**src/rtl/bldcm_avmm_master_pkg.sv**
```systemverilog
`default_nettype none
// ============================================================================
// Module      : bldcm_avmm_master_pkg
// Description : Shared definitions for the BLDC motor Avalon-MM command master.
//               Holds the command op encodings, bus response codes, register
//               word addresses, the FSM state type and the ramp step helper.
// Revision    : 1.0 - initial release
// ============================================================================
package bldcm_avmm_master_pkg;

    // Command op encodings (iCmdOp)
    localparam logic [1:0] OP_READ  = 2'b00;
    localparam logic [1:0] OP_WRITE = 2'b01;
    localparam logic [1:0] OP_RAMP  = 2'b10;
    localparam logic [1:0] OP_RSVD  = 2'b11;

    // Avalon-MM response codes
    localparam logic [1:0] RESP_OKAY      = 2'b00;
    localparam logic [1:0] RESP_SLVERR    = 2'b10;
    localparam logic [1:0] RESP_DECODEERR = 2'b11;

    // Slave register word addresses
    localparam logic [1:0] ADDR_FREQ   = 2'd0;
    localparam logic [1:0] ADDR_STATUS = 2'd3;

    typedef enum logic [3:0] {
        IDLE      = 4'd0,
        RD        = 4'd1,
        RD_WAIT   = 4'd2,
        WR        = 4'd3,
        WR_WAIT   = 4'd4,
        RAMP_WAIT = 4'd5,
        RAMP_WR   = 4'd6,
        RAMP_RSP  = 4'd7,
        DONE      = 4'd8
    } state_e;

    // Next frequency on the way from cur to tgt. The distance is compared
    // against the step before adding/subtracting, so the result lands exactly
    // on the target instead of overshooting or wrapping past 32 bits.
    function automatic logic [31:0] ramp_next(input logic [31:0] cur,
                                              input logic [31:0] tgt,
                                              input logic [31:0] step);
        logic [31:0] w_res;
        if (tgt > cur) begin
            w_res = ((tgt - cur) <= step) ? tgt : (cur + step);
        end else begin
            w_res = ((cur - tgt) <= step) ? tgt : (cur - step);
        end
        return w_res;
    endfunction

endpackage
`default_nettype wire

```
**src/rtl/bldcm_tick_div.sv**
```systemverilog
`default_nettype none
// ============================================================================
// Module      : bldcm_tick_div
// Description : Ramp pacing divider. oTick-style one-cycle pulse every pDiv
//               cycles. The cycle in which clr_i is high counts as the first
//               cycle of a fresh period, so a pulse arrives exactly pDiv
//               cycles after the clear cycle began.
// Ports       : clk_i   - clock (rising edge)
//               rst_ni  - asynchronous active-low reset
//               clr_i   - restart the period
//               tick_o  - one-cycle pulse at the end of each period
// Revision    : 1.0 - initial release
// ============================================================================
module bldcm_tick_div #(
    parameter logic [31:0] pDiv = 32'd50000
) (
    input  logic clk_i,
    input  logic rst_ni,
    input  logic clr_i,
    output logic tick_o
);

    // Zero is not a legal divide; treat it as divide-by-one.
    localparam logic [31:0] C_LAST = (pDiv == 32'd0) ? 32'd0 : (pDiv - 32'd1);

    logic [31:0] cnt_q;
    logic [31:0] cnt_d;
    logic [31:0] w_cur;

    always_comb begin
        w_cur  = clr_i ? 32'd0 : cnt_q;
        tick_o = (w_cur == C_LAST);
        cnt_d  = tick_o ? 32'd0 : (w_cur + 32'd1);
    end

    always_ff @(posedge clk_i or negedge rst_ni) begin
        if (!rst_ni) begin
            cnt_q <= 32'd0;
        end else begin
            cnt_q <= cnt_d;
        end
    end

endmodule
`default_nettype wire

```
**src/rtl/bldcm_avmm_master.sv**
```systemverilog
`default_nettype none
// ============================================================================
// Module      : bldcm_avmm_master
// Description : Command-driven Avalon-MM master for a BLDC motor controller.
//               Executes single reads/writes and paced frequency ramps that
//               step the FREQ register toward a target, tracking the last
//               successfully written frequency in rFreqCur.
// Ports       : iClock/iReset_n          - clock, async active-low reset
//               iCmdValid/oCmdReady      - command handshake
//               iCmdOp/Addr/Data/Step    - command fields
//               oRspValid/Data/Resp      - one-cycle completion + held result
//               oBusy                    - command in flight
//               oAddr/oRead/iRdata/oWrite/oWdata/iResp - Avalon-MM master bus
// Revision    : 1.0 - initial release
// ============================================================================
module bldcm_avmm_master #(
    parameter int          pRdLatency = 1,
    parameter logic [31:0] pRampDiv   = 32'd50000
) (
    input  logic        iClock,
    input  logic        iReset_n,
    input  logic        iCmdValid,
    output logic        oCmdReady,
    input  logic [1:0]  iCmdOp,
    input  logic [1:0]  iCmdAddr,
    input  logic [31:0] iCmdData,
    input  logic [31:0] iCmdStep,
    output logic        oRspValid,
    output logic [31:0] oRspData,
    output logic [1:0]  oRspResp,
    output logic        oBusy,
    output logic [1:0]  oAddr,
    output logic        oRead,
    input  logic [31:0] iRdata,
    output logic        oWrite,
    output logic [31:0] oWdata,
    input  logic [1:0]  iResp
);

    import bldcm_avmm_master_pkg::*;

    state_e      state_q;
    logic        cmd_ready_q;
    logic        busy_q;
    logic        rsp_valid_q;
    logic [31:0] rsp_data_q;
    logic [1:0]  rsp_resp_q;
    logic [1:0]  addr_q;
    logic        read_q;
    logic        write_q;
    logic [31:0] wdata_q;
    logic [31:0] rFreqCur;
    logic [1:0]  op_addr_q;   // captured command address
    logic [31:0] op_data_q;   // captured write data / ramp target
    logic [31:0] step_q;      // ramp increment, never zero
    logic [31:0] step_val_q;  // ramp value on the bus awaiting its response
    logic [2:0]  lat_cnt_q;
    logic        tick_clr_q;

    logic        w_tick;
    logic [31:0] w_ramp_next;

    assign w_ramp_next = ramp_next(rFreqCur, op_data_q, step_q);

    bldcm_tick_div #(
        .pDiv (pRampDiv)
    ) u_tick_div (
        .clk_i  (iClock),
        .rst_ni (iReset_n),
        .clr_i  (tick_clr_q),
        .tick_o (w_tick)
    );

    always_ff @(posedge iClock or negedge iReset_n) begin
        if (!iReset_n) begin
            state_q     <= IDLE;
            cmd_ready_q <= 1'b0;
            busy_q      <= 1'b0;
            rsp_valid_q <= 1'b0;
            rsp_data_q  <= 32'd0;
            rsp_resp_q  <= RESP_OKAY;
            addr_q      <= 2'd0;
            read_q      <= 1'b0;
            write_q     <= 1'b0;
            wdata_q     <= 32'd0;
            rFreqCur    <= 32'd0;
            op_addr_q   <= 2'd0;
            op_data_q   <= 32'd0;
            step_q      <= 32'd1;
            step_val_q  <= 32'd0;
            lat_cnt_q   <= 3'd0;
            tick_clr_q  <= 1'b0;
        end else begin
            tick_clr_q <= 1'b0;
            case (state_q)
                IDLE: begin
                    cmd_ready_q <= 1'b1;
                    rsp_valid_q <= 1'b0;
                    if (iCmdValid && cmd_ready_q) begin
                        cmd_ready_q <= 1'b0;
                        busy_q      <= 1'b1;
                        op_addr_q   <= iCmdAddr;
                        op_data_q   <= iCmdData;
                        step_q      <= (iCmdStep == 32'd0) ? 32'd1 : iCmdStep;
                        case (iCmdOp)
                            OP_READ: begin
                                read_q  <= 1'b1;
                                addr_q  <= iCmdAddr;
                                state_q <= RD;
                            end
                            OP_WRITE: begin
                                write_q <= 1'b1;
                                addr_q  <= iCmdAddr;
                                wdata_q <= iCmdData;
                                state_q <= WR;
                            end
                            OP_RAMP: begin
                                if (iCmdData == rFreqCur) begin
                                    rsp_valid_q <= 1'b1;
                                    rsp_data_q  <= rFreqCur;
                                    rsp_resp_q  <= RESP_OKAY;
                                    state_q     <= DONE;
                                end else begin
                                    tick_clr_q <= 1'b1;
                                    state_q    <= RAMP_WAIT;
                                end
                            end
                            default: begin
                                rsp_valid_q <= 1'b1;
                                rsp_data_q  <= 32'd0;
                                rsp_resp_q  <= RESP_DECODEERR;
                                state_q     <= DONE;
                            end
                        endcase
                    end
                end
                RD: begin
                    read_q    <= 1'b0;
                    addr_q    <= 2'd0;
                    lat_cnt_q <= 3'd1;
                    state_q   <= RD_WAIT;
                end
                RD_WAIT: begin
                    // lat_cnt_q counts cycles elapsed since the oRead cycle
                    if (lat_cnt_q == 3'(pRdLatency)) begin
                        rsp_valid_q <= 1'b1;
                        rsp_data_q  <= iRdata;
                        rsp_resp_q  <= iResp;
                        state_q     <= DONE;
                    end else begin
                        lat_cnt_q <= lat_cnt_q + 3'd1;
                    end
                end
                WR: begin
                    write_q <= 1'b0;
                    addr_q  <= 2'd0;
                    wdata_q <= 32'd0;
                    state_q <= WR_WAIT;
                end
                WR_WAIT: begin
                    if ((iResp == RESP_OKAY) && (op_addr_q == ADDR_FREQ)) begin
                        rFreqCur <= op_data_q;
                    end
                    rsp_valid_q <= 1'b1;
                    rsp_data_q  <= op_data_q;
                    rsp_resp_q  <= iResp;
                    state_q     <= DONE;
                end
                RAMP_WAIT: begin
                    if (w_tick) begin
                        write_q    <= 1'b1;
                        addr_q     <= ADDR_FREQ;
                        wdata_q    <= w_ramp_next;
                        step_val_q <= w_ramp_next;
                        state_q    <= RAMP_WR;
                    end
                end
                RAMP_WR: begin
                    write_q <= 1'b0;
                    addr_q  <= 2'd0;
                    wdata_q <= 32'd0;
                    state_q <= RAMP_RSP;
                end
                RAMP_RSP: begin
                    if (iResp != RESP_OKAY) begin
                        // Abort keeps the last frequency the slave accepted
                        rsp_valid_q <= 1'b1;
                        rsp_data_q  <= rFreqCur;
                        rsp_resp_q  <= iResp;
                        state_q     <= DONE;
                    end else begin
                        rFreqCur <= step_val_q;
                        if (step_val_q == op_data_q) begin
                            rsp_valid_q <= 1'b1;
                            rsp_data_q  <= step_val_q;
                            rsp_resp_q  <= RESP_OKAY;
                            state_q     <= DONE;
                        end else begin
                            tick_clr_q <= 1'b1;
                            state_q    <= RAMP_WAIT;
                        end
                    end
                end
                DONE: begin
                    rsp_valid_q <= 1'b0;
                    busy_q      <= 1'b0;
                    cmd_ready_q <= 1'b1;
                    state_q     <= IDLE;
                end
                default: begin
                    state_q <= IDLE;
                end
            endcase
        end
    end

    assign oCmdReady = cmd_ready_q;
    assign oBusy     = busy_q;
    assign oRspValid = rsp_valid_q;
    assign oRspData  = rsp_data_q;
    assign oRspResp  = rsp_resp_q;
    assign oAddr     = addr_q;
    assign oRead     = read_q;
    assign oWrite    = write_q;
    assign oWdata    = wdata_q;

endmodule
`default_nettype wire

```
**config.mk**
```make
export PLATFORM = sky130hd
export DESIGN_NAME = bldcm_avmm_master
export DESIGN_NICKNAME = d
export VERILOG_FILES = /design/src/rtl/bldcm_avmm_master_pkg.sv /design/src/rtl/bldcm_tick_div.sv /design/src/rtl/bldcm_avmm_master.sv
export SDC_FILE = /design/constraint.sdc
export NUM_CORES = 1
export LEC_CHECK = 0
export ABC_AREA = 1
export CORE_MARGIN = 10
export CORE_UTILIZATION = 44
export CTS_CLUSTER_DIAMETER = 30
export DETAILED_ROUTE_END_ITERATION = 10
export GPL_TIMING_DRIVEN = 0
export PLACE_DENSITY = 0.62
export SLEW_MARGIN = 20
export SYNTH_ARGS = -nofsm -noshare
export SYNTH_HDL_FRONTEND = slang
export SYNTH_SLANG_ARGS = --single-unit
```
**constraint.sdc**
```tcl
create_clock -name iClock -period 3.9 [get_ports iClock]
set_input_delay 0.78 -clock iClock [delete_from_list [all_inputs] [get_ports iClock]]
set_output_delay 0.78 -clock iClock [all_outputs]
set_load 0.05 [all_outputs]
```
==> impl_metrics.json, run 1 <==
{
  "hold_violations": 0,
  "drive_gt1_frac": 0.225,
  "wl_per_cell_um": 22.9,
  "grt_usage": 0.341,
  "synth_seq_cells": 243,
  "crit_family": "simple AND/OR/NAND/NOR gates",
  "max_stage_delay_ns": 0.41,
  "max_slew_margin": 0.218,
  "crit_required_ns": 4.43,
  "cp_cell_sequence": "buf_4, ha_2, a21oi_2, inv_1, a21oi_2, inv_1, nor2_4, nor2_2, o21ai_2, nand2_2, xor2_2, ha_1, nand2_2, nor2_2, and2_4, and3_4, nand2_8, nand2_8, clkbuf_8, nand3_1, nand3_1, nand3_2, a21boi_1",
  "synth_area_um2": 23600,
  "arrival_ns": 4.76,
  "crit_buf_inv": 4,
  "rsz0062_at_grt": "yes",
  "nNetsFinal": 4471,
  "crit_type": "flop to flop",
  "final.setup_skew_ns": 0.0299,
  "areaGrowthSynthToFinish_pct": 43.9,
  "dp_slack_ns": -2.05,
  "antenna_left": 0,
  "end_kind": "flop",
  "violations": "setup timing",
  "synth_edf_count": 0,
  "gr-total-overflow": 0,
  "core_area_um2": 52900,
  "crit_slowest_cell": "dfrtp_2",
  "dp_hpwl_um": 86900,
  "startpoint_type": "flop",
  "dp_cells": 4615,
  "clkLatencyLatePin_ns": 0.62,
  "rows": 84,
  "wl_um": 113000,
  "ys.flop_type": "dfrtp_1",
  "cts_sinks": 243,
  "syn_avg_cell_area_um2": 6.30,
  "antenna_found_initial": 1,
  "syn_inst": 3747,
  "diodes": 0,
  "slew_viol_final": 0,
  "syn-num-nets": 4047,
  "start_util": 0.447,
  "drc": 0,
  "critical_path.max_fanout": 10,
  "dr.pass1.iters": 6,
  "max_freq_mhz": 237,
  "die_area_um2": 63300,
  "worst_slew_pin_slew_ns": 1.17,
  "stdcell_count": 4918,
  "die_h_um": 252,
  "period_needed_ns": 4.22,
  "drt_iter0_drc": 3150,
  "grt_pass1_wl_um": 164000,
  "port_buffers": 177,
  "cts.reportedPaths.clkPinSlew_ns": 0.04,
  "hold_class": "input port to async pin",
  "status": "complete, but fails checks",
  "setup_ws_ns": -0.324,
  "routed_via_density": 5.68,
  "yosys_warnings": 0,
  "clockRootBuffer": "clkbuf_16",
  "synth_cell_types": 58,
  "die_w_um": 252,
  "cts_tree": "done",
  "fin_crit_sh": 1.08,
  "drv_cap": 0,
  "setup_viol": 64,
  "async_flop_share": 1.00,
  "htreeDepth": 3,
  "cts.path.max_buffers": 3,
  "ys_seq_area_frac": 0.258,
  "cts_buffers": 75,
  "place_congestion": 1.05,
  "holdBufCountCts": 0,
  "num_vias": 27924,
  "grt_max_degree": 81,
  "grt_pass1_vias": 26123,
  "ios": 178
}
[layer usage]
metal  vias to the layer above  GRT usage  share of wire
met4                         0      0.173          0.060
met3                       352     0.0703          0.095
met1                     13124      0.440           0.41
met2                      1506      0.535           0.44
li1                      12942          -              -
met5                         -          0              0
[final cells by class]
type / count / area, µm²
Sequential cell: 243 / 6160
Buffer: 134 / 893
Tap cell: 688 / 861
Clock inverter: 36 / 524
Timing Repair Buffer: 355 / 3340
Multi-Input combinational cell: 2773 / 17900
Fill cell: 4832 / 18900
Inverter: 589 / 2250
Clock buffer: 100 / 2090
[worst register-to-register path, delay by kind of cell, from the launching register on]
family	cells	cell delay, ns
xor+xnor	1	0.17
compound gates	4	0.77
fa+ha+maj	2	0.57
flops	1	0.41
simple gates	12	1.64
buf+inv	4	0.56
[through the flow]
stage | cell area [µm²] | setup TNS (ns) | hold WS (ns) | utilization
2_1_floorplan | 23600 | 0 | 0.454 | -
3_3_place_gp | 26200 | -2331.59 | 0.461 | 0.496
3_5_place_dp | 26300 | -116.61 | 0.461 | 0.498
4_1_cts | 32500 | -3.64 | 0.0231 | 0.615
5_1_grt | 34000 | -19.95 | 0.0409 | 0.643
6_report | 34000 | -13.62 | 0.0257 | 0.643
[timing repair]
item	4_1_cts	5_1_grt
pin swaps	124	148
cloned	6	0
endpoints found under the setup margin	64	64
endpoints found under the hold margin	0	0
resized for setup	658	272
buffers inserted	114	56
[state kept, by name, summed over array words and instances (netlist names)]
register,cells
oRspResp,2
state_q,4
oAddr,2
step_q,32
op_addr_q,2
oCmdReady,1
op_data_q,32
oWrite,1
oRead,1
oWdata,32
lat_cnt_q,3
step_val_q,32
oRspData,32
oRspValid,1
tick_clr_q,1
u_tick_div.cnt_q,32
oBusy,1
rFreqCur,32
[placed cells by master, fill, tap and decap left out, types with 78 or more instances in the layout]
master,count
nand3_1,124
nand2_1,942
o21ai_0,241
a21oi_1,174
clkbuf_16,83
inv_1,524
ha_1,157
nand3_2,78
dfrtp_1,183
clkdlybuf4s50_1,176
buf_4,159
clkbuf_1,99
nor2_1,263
xor2_1,87
[cell usage after synthesis, types with 4 or more instances]
library cell,count,area (µm²)
clkbuf_1,101,379
a21o_1,13,97.6
clkbuf_2,12,60.1
o21ai_0,289,1450
nand2_1,1044,3920
nand3_1,241,1210
inv_2,7,26.3
fa_1,4,80.1
o21a_1,14,105
o21bai_1,16,120
nor3_2,5,50.1
inv_1,580,2180
nor4_1,14,87.6
a31oi_1,8,50.1
o21ai_1,24,120
a21boi_1,24,180
ha_1,191,2390
dfrtp_1,242,6060
nand2_2,9,56.3
buf_6,5,56.3
nor2_2,9,56.3
nand3b_1,5,37.5
nand4_1,62,388
and2_1,5,31.3
a21oi_1,232,1160
nor2_1,319,1200
buf_2,20,100
a211oi_1,19,143
nor3_1,43,215
xor2_1,90,788
xnor2_1,18,158
o2111ai_1,4,35.0
o211ai_1,38,285
[final timing paths]
| path | cells after the start | from | slack (ns) | end |
|---|---|---|---|---|
| setup reg to reg | 23 | rFreqCur[5] | -0.32 | oWdata[15] |
| setup / recovery | 23 | rFreqCur[5] | -0.32 | oWdata[15] |
| hold / removal | 1 | iReset_n | 0.03 | step_q[1] |
| hold reg to reg | 2 | oAddr[0] | 0.47 | oAddr[0] |
| max in group asynchronous | 4 | iReset_n | 2.38 | op_data_q[27] |
| min in group iClock | 2 | oAddr[0] | 0.47 | oAddr[0] |
[cells by family after synthesis]
group                    Yosys count  share of synthesized area
AND/OR/NAND/NOR                 1771                      0.313
buffers and inverters            732                      0.120
AO/OA/AOI/OAI                    698                      0.165
flip-flops                       243                      0.258
adder cells (fa/ha/maj)          195                      0.105
XOR/XNOR                         108                     0.0401
Power of run 1 is not shown: default switching activity piles up to over one toggle a cycle in this logic, so the estimate is an artifact.
==> inputs of run 2 (changes only) <==
Settings changed: ABC_CLOCK_PERIOD_IN_PS set to 3900, CTS_CLUSTER_DIAMETER 30 to unset, SKIP_LAST_GASP set to 1.
==> run 2 against run 1 <==
Net effect:
- final cell count down 1.5%
- highest routed layer unchanged
- sequential share of layout area up 0.62 points
- via count is 1.1% lower
- clock skew is 0.014 ns lower
- the flow still finishes with violations (setup timing)
- largest cell class unchanged
==> impl_metrics.json, run 2 (synthesis gave the netlist of run 1 again) <==
{
  "status": "complete, but fails checks",
  "violations": "setup timing",
  "die_area_um2": 63300,
  "drv_cap": 0,
  "r2r-start": "rFreqCur[0]",
  "crit_buf_inv": 4,
  "end_kind": "flop",
  "grt_max_degree": 81,
  "slew_viol_final": 0,
  "max_freq_mhz": 236,
  "clkLatencyLatePin_ns": 0.61,
  "worst_slew_pin_slew_ns": 1.17,
  "die_h_um": 252,
  "ios": 178,
  "grt_pass1_vias": 25947,
  "reg2reg_slack_ns": -0.33,
  "place_congestion": 1.05,
  "grt_pass1_wl_um": 164000,
  "rsz0062_at_grt": "yes",
  "layout.cells.most_common_list": "nand2_1 (917), inv_1 (528), nor2_1 (267)",
  "grt_usage": 0.340,
  "hold_class": "input port to async pin",
  "crit_slowest_cell": "dfrtp_2",
  "num_vias": 27611,
  "arrival_ns": 4.77,
  "use_met1": 0.443,
  "worstRegToRegCells": 22,
  "critical_path.max_fanout": 10,
  "dr.pass1.iters": 6,
  "crit_required_ns": 4.44,
  "grt_use_met2": 0.531,
  "max_slew_margin": 0.219,
  "antenna_left": 0,
  "wl_um": 113000,
  "antenna_found_initial": 0,
  "drc": 0,
  "gr-total-overflow": 0,
  "drt_iter0_drc": 3163,
  "max_stage_delay_ns": 0.49,
  "rows": 84,
  "nNetsFinal": 4433,
  "cts_sinks": 243,
  "final_common_cell": "nand2_1",
  "crit_type": "flop to flop",
  "diodes": 0,
  "period_needed_ns": 4.23,
  "worstReg2RegEnd": "oWdata[21]",
  "worstSetupStartpoint": "rFreqCur[0]",
  "stdcell_count": 4845,
  "dp_hpwl_um": 86900,
  "cts_buffers": 30,
  "core_area_um2": 52900,
  "dp_cells": 4615,
  "startpoint_type": "flop",
  "cp_cell_sequence": "inv_4, ha_4, inv_6, fa_2, inv_4, o21ai_4, nand2_1, nand2_1, nand3_1, o211ai_1, xor2_1, ha_1, nand2_1, nor2_1, and2_4, and3_4, nand2_4, clkbuf_8, nand4_1, nand3_4, nand3_2, a21boi_2",
  "final.setup_skew_ns": 0.0159,
  "top_usage_layer": "met2",
  "routed_via_density": 5.70,
  "met3_usage": 0.0617,
  "cts.reportedPaths.clkPinSlew_ns": 0.06,
  "setup_viol": 64,
  "holdBufCountCts": 0,
  "setup_ws_ns": -0.331,
  "wl_per_cell_um": 23.4,
  "clockRootBuffer": "clkbuf_16",
  "die_w_um": 252,
  "cts.path.max_buffers": 3,
  "crit_top_cell": "nand2_1",
  "cts_tree": "done",
  "port_buffers": 177,
  "crit_family": "simple AND/OR/NAND/NOR gates",
  "htreeDepth": 1,
  "hold_violations": 0,
  "areaGrowthSynthToFinish_pct": 39.1,
  "start_util": 0.447,
  "fin_crit_sh": 1.08,
  "drive_gt1_frac": 0.220
}
## run 2: cell type report
class | instances | area, µm²
Sequential cell | 243 | 6160
Clock buffer | 36 | 813
Timing Repair Buffer | 363 | 3500
Inverter | 589 | 2240
Multi-Input combinational cell | 2773 | 18100
Buffer | 133 | 851
Clock inverter | 20 | 282
Fill cell | 4957 | 20000
Tap cell | 688 | 861
## run 2: worst max-delay path by stage
stage / to / slack (ns) / cells past startpoint
2_1_floorplan: oWdata[31] / 0.12 / 25
3_3_place_gp: oRspData[26] / -9.18 / 1
3_5_place_dp: oWdata[31] / -2.05 / 25
4_1_cts: oWdata[16] / -0.16 / 27
5_1_grt: step_val_q[21] / -0.41 / 23
6_report: oWdata[21] / -0.33 / 22
## run 2: worst register-to-register path: cells and delay by family (launching register included)
family,cells,cell delay (ns)
and+or+nand+nor,11,1.64
adders and majority gates,3,0.83
buffers and inverters,4,0.50
DFF,1,0.49
AOI/OAI and AO/OA,3,0.42
xor gates and xnor gates,1,0.27
## run 2: stage by stage
stage                     setup slack (ns)   util  hold slack [ns]  instance area (µm²)  TNS [ns]
final                               -0.331  0.621           0.0235                32800    -16.22
after global routing                -0.407  0.621           0.0394                32800    -21.90
after CTS                           -0.159  0.599           0.0209                31600     -4.89
after detailed placement             -2.05  0.498            0.461                26300   -116.61
after global placement               -9.18  0.496            0.461                26200  -2331.59
after floorplan                      0.123      -            0.454                23600         0
## run 2: what timing repair did
item / CTS / global route
cloned: 8 / 1
pin swaps: 142 / 133
setup buffers: 144 / 32
setup endpoints to repair: 64 / 64
gates resized for setup: 751 / 237
endpoints found under the hold margin: 0 / 0
## run 2: layer usage
metal / part of all wire / routed length (µm)
met3: 0.093 / 10500
met1: 0.41 / 46200
met5: 0 / 0
met4: 0.064 / 7290
met2: 0.44 / 49200
Power of run 2 is left out for the same reason.
